--- src/rtl/ac3_quant_bank.sv ---
// Multi-channel AC3 result bank: holds NCH accumulators, then shifts, rounds and saturates all of them.
// Define AC3Q_ROUND_EN for round-half-up; by default the result is truncated (floor).
module ac3_quant_bank #(
   parameter int unsigned M    = 16,
   parameter int unsigned Pa   = 8,
   parameter int unsigned Pw   = 4,
   parameter int unsigned MNO  = 288,
   parameter int unsigned NCH  = 4,
   parameter int unsigned POUT = 8,
   localparam int unsigned W   = $clog2(M) + Pa + Pw + $clog2(MNO),
   localparam int unsigned SHW = $clog2(W)
) (
   input  logic                  clk,
   input  logic                  rst_n,
   input  logic                  cl_en,
   input  logic [NCH-1:0]        w_en,
   input  logic [NCH*W-1:0]      inr,
   input  logic                  q_start,
   input  logic [SHW-1:0]        shamt,
   input  logic                  out_ready,
   output logic                  busy,
   output logic                  out_valid,
   output logic [NCH*POUT-1:0]   outq,
   output logic [NCH-1:0]        sat_flag,
   output logic [NCH*W-1:0]      outr
);

   typedef enum logic [1:0] {StIdle, StShift, StSat, StValid} state_e;

   localparam logic signed [W:0] QMAX = {{(W-POUT+2){1'b0}}, {(POUT-1){1'b1}}};
   localparam logic signed [W:0] QMIN = ~QMAX;

   state_e                r_state, w_state_d;
   logic [SHW-1:0]        r_cnt, w_cnt_d;
   logic [NCH*W-1:0]      r_outr, w_outr_d;
   logic [NCH*POUT-1:0]   r_outq, w_outq_d;
   logic [NCH-1:0]        r_sat, w_sat_d;
   logic                  r_valid, w_valid_d;
   logic [NCH-1:0]        w_rnd;
   logic [SHW-1:0]        w_cnt_start;
   logic                  w_accept;
   logic signed [W:0]     w_v [NCH];

   assign w_cnt_start = (shamt > SHW'(W-1)) ? SHW'(W-1) : shamt;
   // A write in the same cycle wins over q_start.
   assign w_accept    = (r_state == StIdle) && q_start && !(|w_en);

`ifdef AC3Q_ROUND_EN
   logic [NCH-1:0] r_rnd;

   always_ff @(posedge clk or negedge rst_n) begin
      if (!rst_n) begin
         r_rnd <= '0;
      end else if (cl_en || w_accept) begin
         r_rnd <= '0;
      end else if (r_state == StShift) begin
         for (int unsigned c = 0; c < NCH; c++) begin
            r_rnd[c] <= r_outr[c*W];
         end
      end
   end

   assign w_rnd = r_rnd;
`else
   assign w_rnd = '0;
`endif

   always_comb begin
      for (int unsigned c = 0; c < NCH; c++) begin
         w_v[c] = $signed({r_outr[c*W+W-1], r_outr[c*W +: W]}) + $signed({{W{1'b0}}, w_rnd[c]});
      end
   end

   always_comb begin
      w_state_d = r_state;
      w_cnt_d   = r_cnt;
      w_outr_d  = r_outr;
      w_outq_d  = r_outq;
      w_sat_d   = r_sat;
      w_valid_d = r_valid;
      if (cl_en) begin
         w_state_d = StIdle;
         w_cnt_d   = '0;
         w_outr_d  = '0;
         w_outq_d  = '0;
         w_sat_d   = '0;
         w_valid_d = 1'b0;
      end else begin
         unique case (r_state)
            StIdle: begin
               if (|w_en) begin
                  for (int unsigned c = 0; c < NCH; c++) begin
                     if (w_en[c]) begin
                        w_outr_d[c*W +: W] = inr[c*W +: W];
                     end
                  end
               end else if (q_start) begin
                  w_cnt_d   = w_cnt_start;
                  w_state_d = (w_cnt_start != '0) ? StShift : StSat;
               end
            end
            StShift: begin
               for (int unsigned c = 0; c < NCH; c++) begin
                  w_outr_d[c*W +: W] = {r_outr[c*W+W-1], r_outr[c*W+1 +: W-1]};
               end
               w_cnt_d = r_cnt - SHW'(1);
               if (r_cnt == SHW'(1)) begin
                  w_state_d = StSat;
               end
            end
            StSat: begin
               for (int unsigned c = 0; c < NCH; c++) begin
                  if (w_v[c] > QMAX) begin
                     w_outq_d[c*POUT +: POUT] = {1'b0, {(POUT-1){1'b1}}};
                     w_sat_d[c]               = 1'b1;
                  end else if (w_v[c] < QMIN) begin
                     w_outq_d[c*POUT +: POUT] = {1'b1, {(POUT-1){1'b0}}};
                     w_sat_d[c]               = 1'b1;
                  end else begin
                     w_outq_d[c*POUT +: POUT] = w_v[c][POUT-1:0];
                     w_sat_d[c]               = 1'b0;
                  end
               end
               w_valid_d = 1'b1;
               w_state_d = StValid;
            end
            StValid: begin
               if (out_ready) begin
                  w_valid_d = 1'b0;
                  w_state_d = StIdle;
               end
            end
            default: w_state_d = StIdle;
         endcase
      end
   end

   always_ff @(posedge clk or negedge rst_n) begin
      if (!rst_n) begin
         r_state <= StIdle;
         r_cnt   <= '0;
         r_outr  <= '0;
         r_outq  <= '0;
         r_sat   <= '0;
         r_valid <= 1'b0;
      end else begin
         r_state <= w_state_d;
         r_cnt   <= w_cnt_d;
         r_outr  <= w_outr_d;
         r_outq  <= w_outq_d;
         r_sat   <= w_sat_d;
         r_valid <= w_valid_d;
      end
   end

   assign busy      = (r_state != StIdle);
   assign out_valid = r_valid;
   assign outq      = r_outq;
   assign sat_flag  = r_sat;
   assign outr      = r_outr;

endmodule

--- config.mk ---
export PLATFORM = sky130hd
export DESIGN_NAME = ac3_quant_bank
export DESIGN_NICKNAME = d
export VERILOG_FILES = /design/src/rtl/ac3_quant_bank.sv
export SDC_FILE = /design/constraint.sdc
export NUM_CORES = 1
export LEC_CHECK = 0
export ABC_AREA = 1
export BUFFER_PORTS_ARGS = -buffer_cell sky130_fd_sc_hd__buf_2
export CORE_MARGIN = 5
export CORE_UTILIZATION = 40
export DETAILED_ROUTE_END_ITERATION = 10
export PLACE_DENSITY = 0.68
export SYNTH_ARGS = -nofsm -noshare
export SYNTH_HDL_FRONTEND = slang
export SYNTH_SLANG_ARGS = --single-unit
--- constraint.sdc ---
create_clock -name clk -period 1.4 [get_ports clk]
set_input_delay 0.21 -clock clk [delete_from_list [all_inputs] [get_ports clk]]
set_output_delay 0.21 -clock clk [all_outputs]
set_load 0.05 [all_outputs]
==> flow_summary.json, run 1 <==
{
  "status": "complete, but fails checks",
  "violations": "setup timing",
  "die_w_um": 149.0,
  "synth_cells": 1047,
  "p_sw_mw": 15.32,
  "rsz0062_at_grt": "yes",
  "yosysTopAreaCell": "dfrtp_1",
  "viasPerCell": 4.919,
  "powerDensity_mw_per_mm2": 2598,
  "yosysUniqueCellTypes": 32,
  "max_slew_margin_pct": 65.29,
  "initial_core_util_pct": 40.90,
  "dp_hpwl_um": 17620,
  "grt_max_degree": 51,
  "io_buffer_count": 251,
  "final_net_count": 1465,
  "ys.flop_type": "dfrtp_1",
  "fin_crit_sh_pct": 116.3,
  "die_h_um": 149.0,
  "synth-edff-count": 0,
  "std_cell_rows": 50,
  "critPathKind": "flop to output pin",
  "ys.warnings.count": 0,
  "finalHoldViolCount": 0,
  "coreArea_mm2": 0.01889,
  "drive_gt1_share_pct": 32.70,
  "drt-initial-drc-count": 384,
  "crit_family": "flip-flops",
  "hold_ws_ps": 36.14,
  "worstReg2RegStart": "r_state[0]$_DFFE_PN0P_",
  "final_core_util_pct": 58.39,
  "antenna_found_initial": 0,
  "cp_slowest_cell": "dfrtp_1",
  "die-area_mm2": 0.02220,
  "seq_area_frac_synth_pct": 46.63,
  "fin_ws_ps": -228.7,
  "cts-root-buf": "clkbuf_16",
  "synth_top_area_share_pct": 46.63,
  "drv_slew": 0,
  "leakage_nw": 5.617,
  "n_antenna_cell": 0,
  "finalPower_mw": 28.66,
  "vdd_drop_max_mv": 1.134,
  "grt_pass1_vias": 7462,
  "min_from": "inr[74]",
  "power.share.clock_pct": 14.7,
  "avgSynthCellArea_um2": 7.381,
  "ant_nets": 0,
  "syn-num-nets": 1167,
  "startpoint_type": "flop",
  "place_area_mm2": 0.009512,
  "routed_wl_um": 26170,
  "worstPathArrival_ps": 1420,
  "clkLatencyLatePin_ps": 420,
  "yosys-top-cells-area": "dfrtp_1, nand2_1, o21ai_0, inv_1, o21ai_1",
  "crit_chain": "inv_2, ha_4, inv_8, buf_6, buf_8",
  "htree_levels": 4,
  "skew_ps": 11.87,
  "layout.cells.non_filler": 1618,
  "worstPathRequired_ps": 1190,
  "p_int_mw": 13.34,
  "grt_pass1_wl_um": 37780,
  "synth-seq-cells": 144,
  "worst_pin_slew_ps": 520.7,
  "crit_fanout": 6,
  "rr_endpoint": "outr[31]$_DFFE_PN0P_",
  "finalWeightedCongestion": 0.8403,
  "ctsLongestPathBuffers": 2,
  "syn_to_final_growth_pct": 42.76,
  "clk_pin_slew_ps": 60,
  "dp.cells": 1555,
  "overflow": 0,
  "dr.pass1.iters": 5,
  "grt_use_total_pct": 21.19,
  "pin_count": 252,
  "vias": 7959,
  "crit_buf_inv": 4,
  "cap_violations": 0,
  "min_path_cells": 3,
  "drc": 0,
  "swShare_pct": 53.44,
  "cts-buffers-inserted": 17,
  "hold_path.class": "input port to flop",
  "synth_area_mm2": 0.007727,
  "min_period_ps": 1629,
  "cpPeakStageDelay_ps": 420,
  "final_cell_area_mm2": 0.01103,
  "regToRegSetupSlack_ps": -210,
  "fillers": 1780,
  "reg2reg_depth": 9,
  "end_kind": "output pin",
  "wl_per_cell_um": 16.18,
  "setup_viol": 142,
  "tritoncts": "built",
  "cts_sinks": 144,
  "p_comb_share_pct": 60.1,
  "ys_async_sr_fraction_pct": 100.0,
  "seqPwrFrac_pct": 25.2,
  "whs_endpoint": "outr[74]$_DFFE_PN0P_",
  "clock.fmax_ghz": 0.6140
}
## per-stage QoR
step	TNS, ps	setup slack [ps]
after floorplan	-13490	-158.0
after global placement	-12870	-143.0
after detailed placement	-16030	-174.2
after CTS	-13570	-190.5
after global routing	-29700	-287.4
final	-18230	-228.7
## power by group through the flow
stage	combinational [mW]	sequential, mW	clock (mW)
2_1_floorplan	5.50	12.6	0
3_3_place_gp	14.8	7.18	0
3_5_place_dp	15.0	7.22	0
4_1_cts	15.3	7.17	4.27
5_1_grt	18.4	7.40	4.47
6_report	17.2	7.21	4.21
## layout make-up
cell class | count | area (um^2) | area share [%]
inverter | 117 | 462.9 | 4.196
sequential | 144 | 3608 | 32.71
multi-input combinational | 738 | 3684 | 33.39
timing repair buffer | 327 | 2414 | 21.88
clock inverter | 9 | 60.06 | 0.5444
clock buffer | 23 | 478.0 | 4.333
tap | 260 | 325.3 | 2.949
## state kept, by name, summed over array words and instances (netlist names)
| signal | count |
|---|---|
| r_state | 2 |
| outr | 100 |
| outq | 32 |
| out_valid | 1 |
| r_cnt | 5 |
| sat_flag | 4 |
## cells in the final DEF (no fill, tap or decap), drive strengths merged, types with 3 or more instances in the layout
master	netlist	routed
a21oi	7	7
o21ai	204	204
ha	6	6
buf	34	312
o31ai	7	7
dfrtp	144	144
nand3	21	21
inv	117	116
clkbuf	14	36
nor3	5	5
clkinvlp	0	4
nand2	410	410
nor2	67	67
clkinv	0	6
o2111ai	3	3
## kinds of logic after synthesis
family	share of synthesized area, %
adder cells (fa/ha/maj)	0.9715
AND/OR/NAND/NOR	25.55
AO/OA/AOI/OAI	16.18
buffers and inverters	10.56
XOR/XNOR	0.1134
flip-flops	46.63
## per-layer routing
metal	vias to the layer above	global-route usage (%)	share of wire [%]
met5	-	0	0
met4	0	8.192	2.6
met3	45	4.345	6.0
met2	252	33.74	47
met1	3753	28.49	44
li1	3909	-	-
## worst register-to-register path: stages, from the launching register on
cell and delay (ps):
dfrtp_1 420, inv_2 100, ha_4 170, inv_8 50, buf_6 110, o31ai_4 210
inv_4 120, clkbuf_16 190, nand2_1 60, o21ai_1 70
## cells in the mapped netlist (2+ instances only)
master,count
nand2_1,408
dfrtp_1,144
o21ai_0,111
inv_1,110
o21ai_1,77
nor2_1,61
buf_6,23
nand3_1,20
o21ai_2,16
clkbuf_1,14
buf_2,8
a21oi_1,7
ha_1,6
inv_2,6
nor2_2,5
nor3_1,5
o31ai_2,4
buf_4,3
o2111ai_1,3
o31ai_1,3
nand2_4,2
## what timing repair did
| item | 4_1_cts | 5_1_grt |
|---|---|---|
| endpoints found under the hold margin | 101 | 0 |
| hold buffers | 2 | 0 |
| gates resized for setup | 24 | 101 |
| buffers inserted | 5 | 5 |
| gates cloned | 0 | 20 |
| pin swaps | 7 | 18 |
| endpoints found under the setup margin | 139 | 147 |
## worst max path at each step
stage,to,slack (ps),start,cells past startpoint
6_report,busy,-230,r_state[0]$_DFFE_PN0P_,5
5_1_grt,outr[82]$_DFFE_PN0P_,-290,r_state[0]$_DFFE_PN0P_,8
4_1_cts,busy,-190,r_state[0]$_DFFE_PN0P_,5
3_5_place_dp,outr[90]$_DFFE_PN0P_,-170,r_state[1]$_DFFE_PN0P_,9
3_3_place_gp,outr[82]$_DFFE_PN0P_,-140,r_state[0]$_DFFE_PN0P_,8
2_1_floorplan,outr[15]$_DFFE_PN0P_,-160,r_state[1]$_DFFE_PN0P_,11
No activity file was read; power rests on OpenSTA's default activity.
==> run 2, diff against run 1 <==
--- a/config.mk
+++ b/config.mk
@@ -7,7 +7,7 @@
 export LEC_CHECK = 0
 export ABC_AREA = 1
 export BUFFER_PORTS_ARGS = -buffer_cell sky130_fd_sc_hd__buf_2
-export CORE_MARGIN = 5
+export CORE_MARGIN = 2
 export CORE_UTILIZATION = 40
 export DETAILED_ROUTE_END_ITERATION = 10
 export PLACE_DENSITY = 0.68
==> run 2 against run 1 <==
Against the previous run: the run still ends with setup timing left; clock power is 15% higher; setup slack worse by 20 ps; fmax is 1.2% lower; final cell count is 1.4% higher; core utilization is 2.1 points higher; die area is 7.9% lower; wire length is 4.5% higher; first-iteration DRC count is 28% higher; largest power group unchanged; highest routed layer unchanged.
==> flow_summary.json, run 2 (synthesized netlist as in run 1, its figures left out) <==
{
  "critPathKind": "flop to flop",
  "viasPerCell": 4.957,
  "die-area_mm2": 0.02045,
  "status": "complete, but fails checks",
  "startpoint_type": "flop",
  "largest_reg_flops": 100,
  "cap_violations": 0,
  "hold_ws_ps": 26.07,
  "dp_hpwl_um": 16860,
  "drt-initial-drc-count": 490,
  "routed_wl_um": 27350,
  "drc": 0,
  "leakage_nw": 5.773,
  "cts-buffers-inserted": 17,
  "clkLatencyLatePin_ps": 430,
  "htree_levels": 4,
  "powerDensity_mw_per_mm2": 2641,
  "die_h_um": 143.0,
  "final_core_util_pct": 60.53,
  "drv_slew": 0,
  "grt_use_total_pct": 22.04,
  "crit_top_cell": "inv_4",
  "vias": 8129,
  "hold_path.class": "input port to flop",
  "worstPathRequired_ps": 1710,
  "std_cell_rows": 50,
  "coreArea_mm2": 0.01883,
  "io_buffer_count": 251,
  "rr_endpoint": "outr[48]$_DFFE_PN0P_",
  "clk_pin_slew_ps": 60,
  "drive_gt1_share_pct": 34.33,
  "finalHoldViolCount": 0,
  "die_w_um": 143.0,
  "skew_ps": 9.114,
  "fin_crit_sh_pct": 117.8,
  "grt_pass1_wl_um": 35290,
  "dr.pass1.iters": 5,
  "fin_ws_ps": -248.5,
  "worst_pin_slew_ps": 404.5,
  "worstReg2RegStart": "r_state[0]$_DFFE_PN0P_",
  "min_path_cells": 3,
  "rsz0062_at_grt": "yes",
  "tritoncts": "built",
  "final_common_cell": "nand2_1",
  "clock.fmax_ghz": 0.6066,
  "antenna_found_initial": 1,
  "syn_to_final_growth_pct": 47.51,
  "end_kind": "flop",
  "finalWeightedCongestion": 0.8545,
  "ctsLongestPathBuffers": 2,
  "layout_common_cells": "nand2_1, buf_2, dfrtp_1",
  "final_net_count": 1485,
  "overflow": 0,
  "cp_slowest_cell": "dfrtp_2",
  "regToRegSetupSlack_ps": -250,
  "crit_buf_inv": 5,
  "cts_sinks": 144,
  "cts-root-buf": "clkbuf_16",
  "reg2reg_depth": 9,
  "setup_viol": 143,
  "cpPeakStageDelay_ps": 450,
  "min_from": "inr[74]",
  "max_slew_margin_pct": 73.03,
  "fillers": 1680,
  "violations": "setup timing",
  "crit_family": "buffers and inverters",
  "initial_core_util_pct": 41.04,
  "worstPathArrival_ps": 1960,
  "whs_endpoint": "outr[74]$_DFFE_PN0P_",
  "grt_pass1_vias": 7028,
  "min_period_ps": 1649,
  "grt_max_degree": 49,
  "vdd_drop_max_mv": 1.200,
  "crit_chain": "inv_4, ha_4, inv_6, buf_12, o31ai_4, inv_4, clkbuf_16, nand2_1, o21ai_2",
  "pin_count": 252,
  "crit_fanout": 7,
  "ant_nets": 0,
  "wl_per_cell_um": 16.68
}
run 2: cell count changes in the layout (fill, tap and decap cells not counted), moves of 4 or more:
cell,delta
nand2_2,+18
nand2_1,-15
buf_4,+15
nand2_4,-6
clkbuf_16,+5
nand2_8,+4
run 2: final cells by class:
cell class	count	area, um^2	area share [%]
diodes	2	5.005	0.04391
clock buffers	24	501.7	4.402
clock inverters	8	125.1	1.098
inverters	117	464.2	4.072
multi-input cells	739	3710	32.55
flip-flops and latches	144	3611	31.68
well taps	260	325.3	2.854
repair buffers	346	2656	23.30
run 2: tightest hold or removal path: stages:
cell     delay, ps
buf_2           90
nand2_1         50
o21ai_1         60
run 2: metal layers:
| metal | vias up | global-route usage (%) | routed length [um] |
|---|---|---|---|
| met5 | - | 0 | 0 |
| met4 | 0 | 7.139 | 648 |
| met3 | 55 | 4.259 | 1720 |
| met2 | 315 | 35.96 | 13260 |
| met1 | 3796 | 29.57 | 11720 |
| li1 | 3963 | - | - |
run 2: timing repair:
| action | in CTS | in global routing |
|---|---|---|
| resized for setup | 23 | 110 |
| hold endpoints to repair | 34 | 0 |
| hold buffers | 2 | 0 |
| buffers inserted | 4 | 15 |
| endpoints found under the setup margin | 146 | 148 |
| pin swaps | 5 | 30 |
| gates cloned | 0 | 29 |
run 2: report_power, final:
part	internal [mW]	switching, mW	leakage [nW]
logic	5.56	12.4	3.60
registers	5.86	1.38	1.87
clock network	3.05	1.82	0.307
run 2: metrics by stage:
stage / worst slack (ps) / power, mW / std cells / cell area [um^2] / TNS (ps)
after floorplan: -158.0 / 18.15 / 1047 / 7767 / -13490
after global placement: -145.8 / 21.93 / 1557 / 9514 / -14280
after detailed placement: -198.4 / 22.13 / 1557 / 9514 / -20850
after global routing: -345.3 / 31.67 / 1638 / 11390 / -34650
final: -248.5 / 30.11 / 1640 / 11400 / -24260
after CTS: -189.0 / 27.38 / 1595 / 10300 / -15320
run 2: worst max path at each step:
stage                                end  slack (ps)                    from  depth (start not counted)
floorplan           outr[15]$_DFFE_PN0P_        -160  r_state[1]$_DFFE_PN0P_                         11
global placement     outq[8]$_DFFE_PN0P_        -150  r_state[0]$_DFFE_PN0P_                          8
detailed placement  outr[80]$_DFFE_PN0P_        -200  r_state[1]$_DFFE_PN0P_                          9
CTS                                 busy        -190  r_state[0]$_DFFE_PN0P_                          5
global route        outr[32]$_DFFE_PN0P_        -350  r_state[0]$_DFFE_PN0P_                          9
finish              outr[48]$_DFFE_PN0P_        -250  r_state[0]$_DFFE_PN0P_                          9
==> run 3, diff against run 2 <==
--- a/config.mk
+++ b/config.mk
@@ -11,6 +11,7 @@
 export CORE_UTILIZATION = 40
 export DETAILED_ROUTE_END_ITERATION = 10
 export PLACE_DENSITY = 0.68
+export REMOVE_ABC_BUFFERS = 1
 export SYNTH_ARGS = -nofsm -noshare
 export SYNTH_HDL_FRONTEND = slang
 export SYNTH_SLANG_ARGS = --single-unit
==> run 3 against run 2 <==
Against the previous run: the flow still finishes with violations (setup timing); setup slack worse by 15 ps; register-to-register slack about the same; sequential share of layout area up 0.72 points; sequential cell count unchanged; worst hold slack better by 4.3 ps; fmax shrank 0.87%; final cell count fell by 0.79%; count of clock-buffer cells in the layout down 4; first-iteration DRC count down 23%; power is 1.9% lower; die area stayed put; critical path type unchanged; highest routed layer is now met5.
==> flow_summary.json, run 3 (synthesized netlist as in run 1, its figures left out) <==
{
  "status": "complete, but fails checks",
  "violations": "setup timing",
  "layout_common_cells": "nand2_1, buf_2, dfrtp_1",
  "vias": 8119,
  "wl_per_cell_um": 15.78,
  "hold_path.class": "input port to flop",
  "cpPeakStageDelay_ps": 410,
  "critPathKind": "flop to flop",
  "cp_slowest_cell": "dfrtp_1",
  "grt_pass1_wl_um": 37880,
  "overflow": 0,
  "place_area_mm2": 0.009459,
  "fin_ws_ps": -263.1,
  "dp_hpwl_um": 16220,
  "grt_pass1_vias": 7647,
  "startpoint_type": "flop",
  "finalWeightedCongestion": 0.8683,
  "leakage_nw": 5.680,
  "clkLatencyLatePin_ps": 430,
  "ctsLongestPathBuffers": 2,
  "drc": 0,
  "antenna_found_initial": 1,
  "finalPower_mw": 29.53,
  "powerDensity_mw_per_mm2": 2655,
  "pin_count": 252,
  "grt_max_degree": 49,
  "std_cell_rows": 50,
  "vdd_drop_max_mv": 1.362,
  "hold_ws_ps": 30.39,
  "max_slew_margin_pct": 74.60,
  "cts-buffers-inserted": 17,
  "worstPathArrival_ps": 1970,
  "crit_fanout": 6,
  "die-area_mm2": 0.02045,
  "fin_setup_tns_ps": -24890,
  "cts_sinks": 144,
  "tritoncts": "built",
  "layout.cells.non_filler": 1627,
  "clock.fmax_ghz": 0.6013,
  "worstPathRequired_ps": 1700,
  "fin_crit_sh_pct": 118.8,
  "die_w_um": 143.0,
  "drt-initial-drc-count": 376,
  "ant_nets": 0,
  "largest_reg_flops": 100,
  "initial_core_util_pct": 41.04,
  "grt_use_total_pct": 23.75,
  "multi_input_area_mm2": 0.003674,
  "finalHoldViolCount": 0,
  "crit_top_cell": "buf_12",
  "dr.pass1.iters": 5,
  "regArea_mm2": 0.003603,
  "die_h_um": 143.0,
  "io_buffer_count": 251,
  "final_cell_area_mm2": 0.01112,
  "rsz0062_at_grt": "yes",
  "setup_viol": 142,
  "drive_gt1_share_pct": 33.97,
  "worst_pin_slew_ps": 379.9,
  "syn_to_final_growth_pct": 43.91,
  "htree_levels": 4,
  "coreArea_mm2": 0.01883,
  "end_kind": "flop",
  "routed_wl_um": 25680,
  "crit_chain": "buf_6, ha_4, nor2_4, nand2_4, o31ai_4, inv_4, buf_12, buf_12, nand2_2, o21ai_1",
  "drv_slew": 0,
  "clk_pin_slew_ps": 60,
  "cts-root-buf": "clkbuf_16",
  "cap_violations": 0,
  "final_net_count": 1473,
  "min_period_ps": 1663,
  "dp.cells": 1558,
  "viasPerCell": 4.990,
  "final_common_cell": "nand2_1",
  "skew_ps": 7.783,
  "fillers": 1682
}
-- run 3: cell count changes in the layout (fill, tap and decap cells not counted), sizes merged --
cell | previous run | this run
inv | 117 | 118
clkbuf | 43 | 29
nand2 | 411 | 410
buf | 325 | 324
diode | 2 | 1
clkinvlp | 1 | 3
clkinv | 4 | 5
-- run 3: power breakdown --
group / switching (mW) / internal (mW) / leakage, nW / total (mW)
clock network: 1.88 / 2.91 / 0.293 / 4.79
registers: 1.36 / 5.85 / 1.88 / 7.20
logic: 12.2 / 5.32 / 3.51 / 17.5
-- run 3: worst max-delay path: cells and delay by family, from the launching register on --
kind	cells	cell delay (ps)
buffers and inverters	4	490
flip-flops	1	410
AND/OR/NAND/NOR	3	320
adder cells (fa/ha/maj)	1	170
AO/OA/AOI/OAI	2	160
-- run 3: layout make-up --
type	instances	area share (%)
multi-input combinational	738	33.03
sequential	144	32.40
timing repair buffer	335	21.98
clock buffer	20	4.107
inverter	117	4.107
tap	260	2.925
clock inverter	12	1.418
antenna	1	0.02250
-- run 3: final timing paths --
check / slack, ps / startpoint / to / cells past startpoint
setup reg to reg: -260 / r_state[0]$_DFFE_PN0P_ / outr[16]$_DFFE_PN0P_ / 10
hold / removal: 30 / inr[99] / outr[99]$_DFFE_PN0P_ / 3
max in group asynchronous: 630 / rst_n / outq[22]$_DFFE_PN0P_ / 3
hold reg to reg: 480 / r_cnt[1]$_DFFE_PN0P_ / r_cnt[1]$_DFFE_PN0P_ / 2
setup / recovery: -260 / r_state[0]$_DFFE_PN0P_ / outr[16]$_DFFE_PN0P_ / 10
min in group asynchronous: 230 / rst_n / outr[1]$_DFFE_PN0P_ / 2
-- run 3: per-layer routing --
metal	GRT usage, %	vias to the layer above	wire, um
met2	39.11	346	12420
met1	30.36	3800	10650
li1	-	3922	-
met5	0	-	13
met4	8.390	2	565
met3	6.036	49	2036
-- run 3: stage by stage --
step	util (%)	setup slack, ps
floorplan	-	-1322
global placement	50.23	-187.2
detailed placement	50.23	-207.3
CTS	56.08	-250.7
global route	59.04	-324.7
finish	59.06	-263.1
-- run 3: what timing repair did --
action,in CTS,in global routing
hold buffers,2,0
setup buffers,16,4
resized for setup,56,101
setup endpoints to repair,138,150
pin swaps,5,3
hold endpoints to repair,85,0
gates cloned,5,13
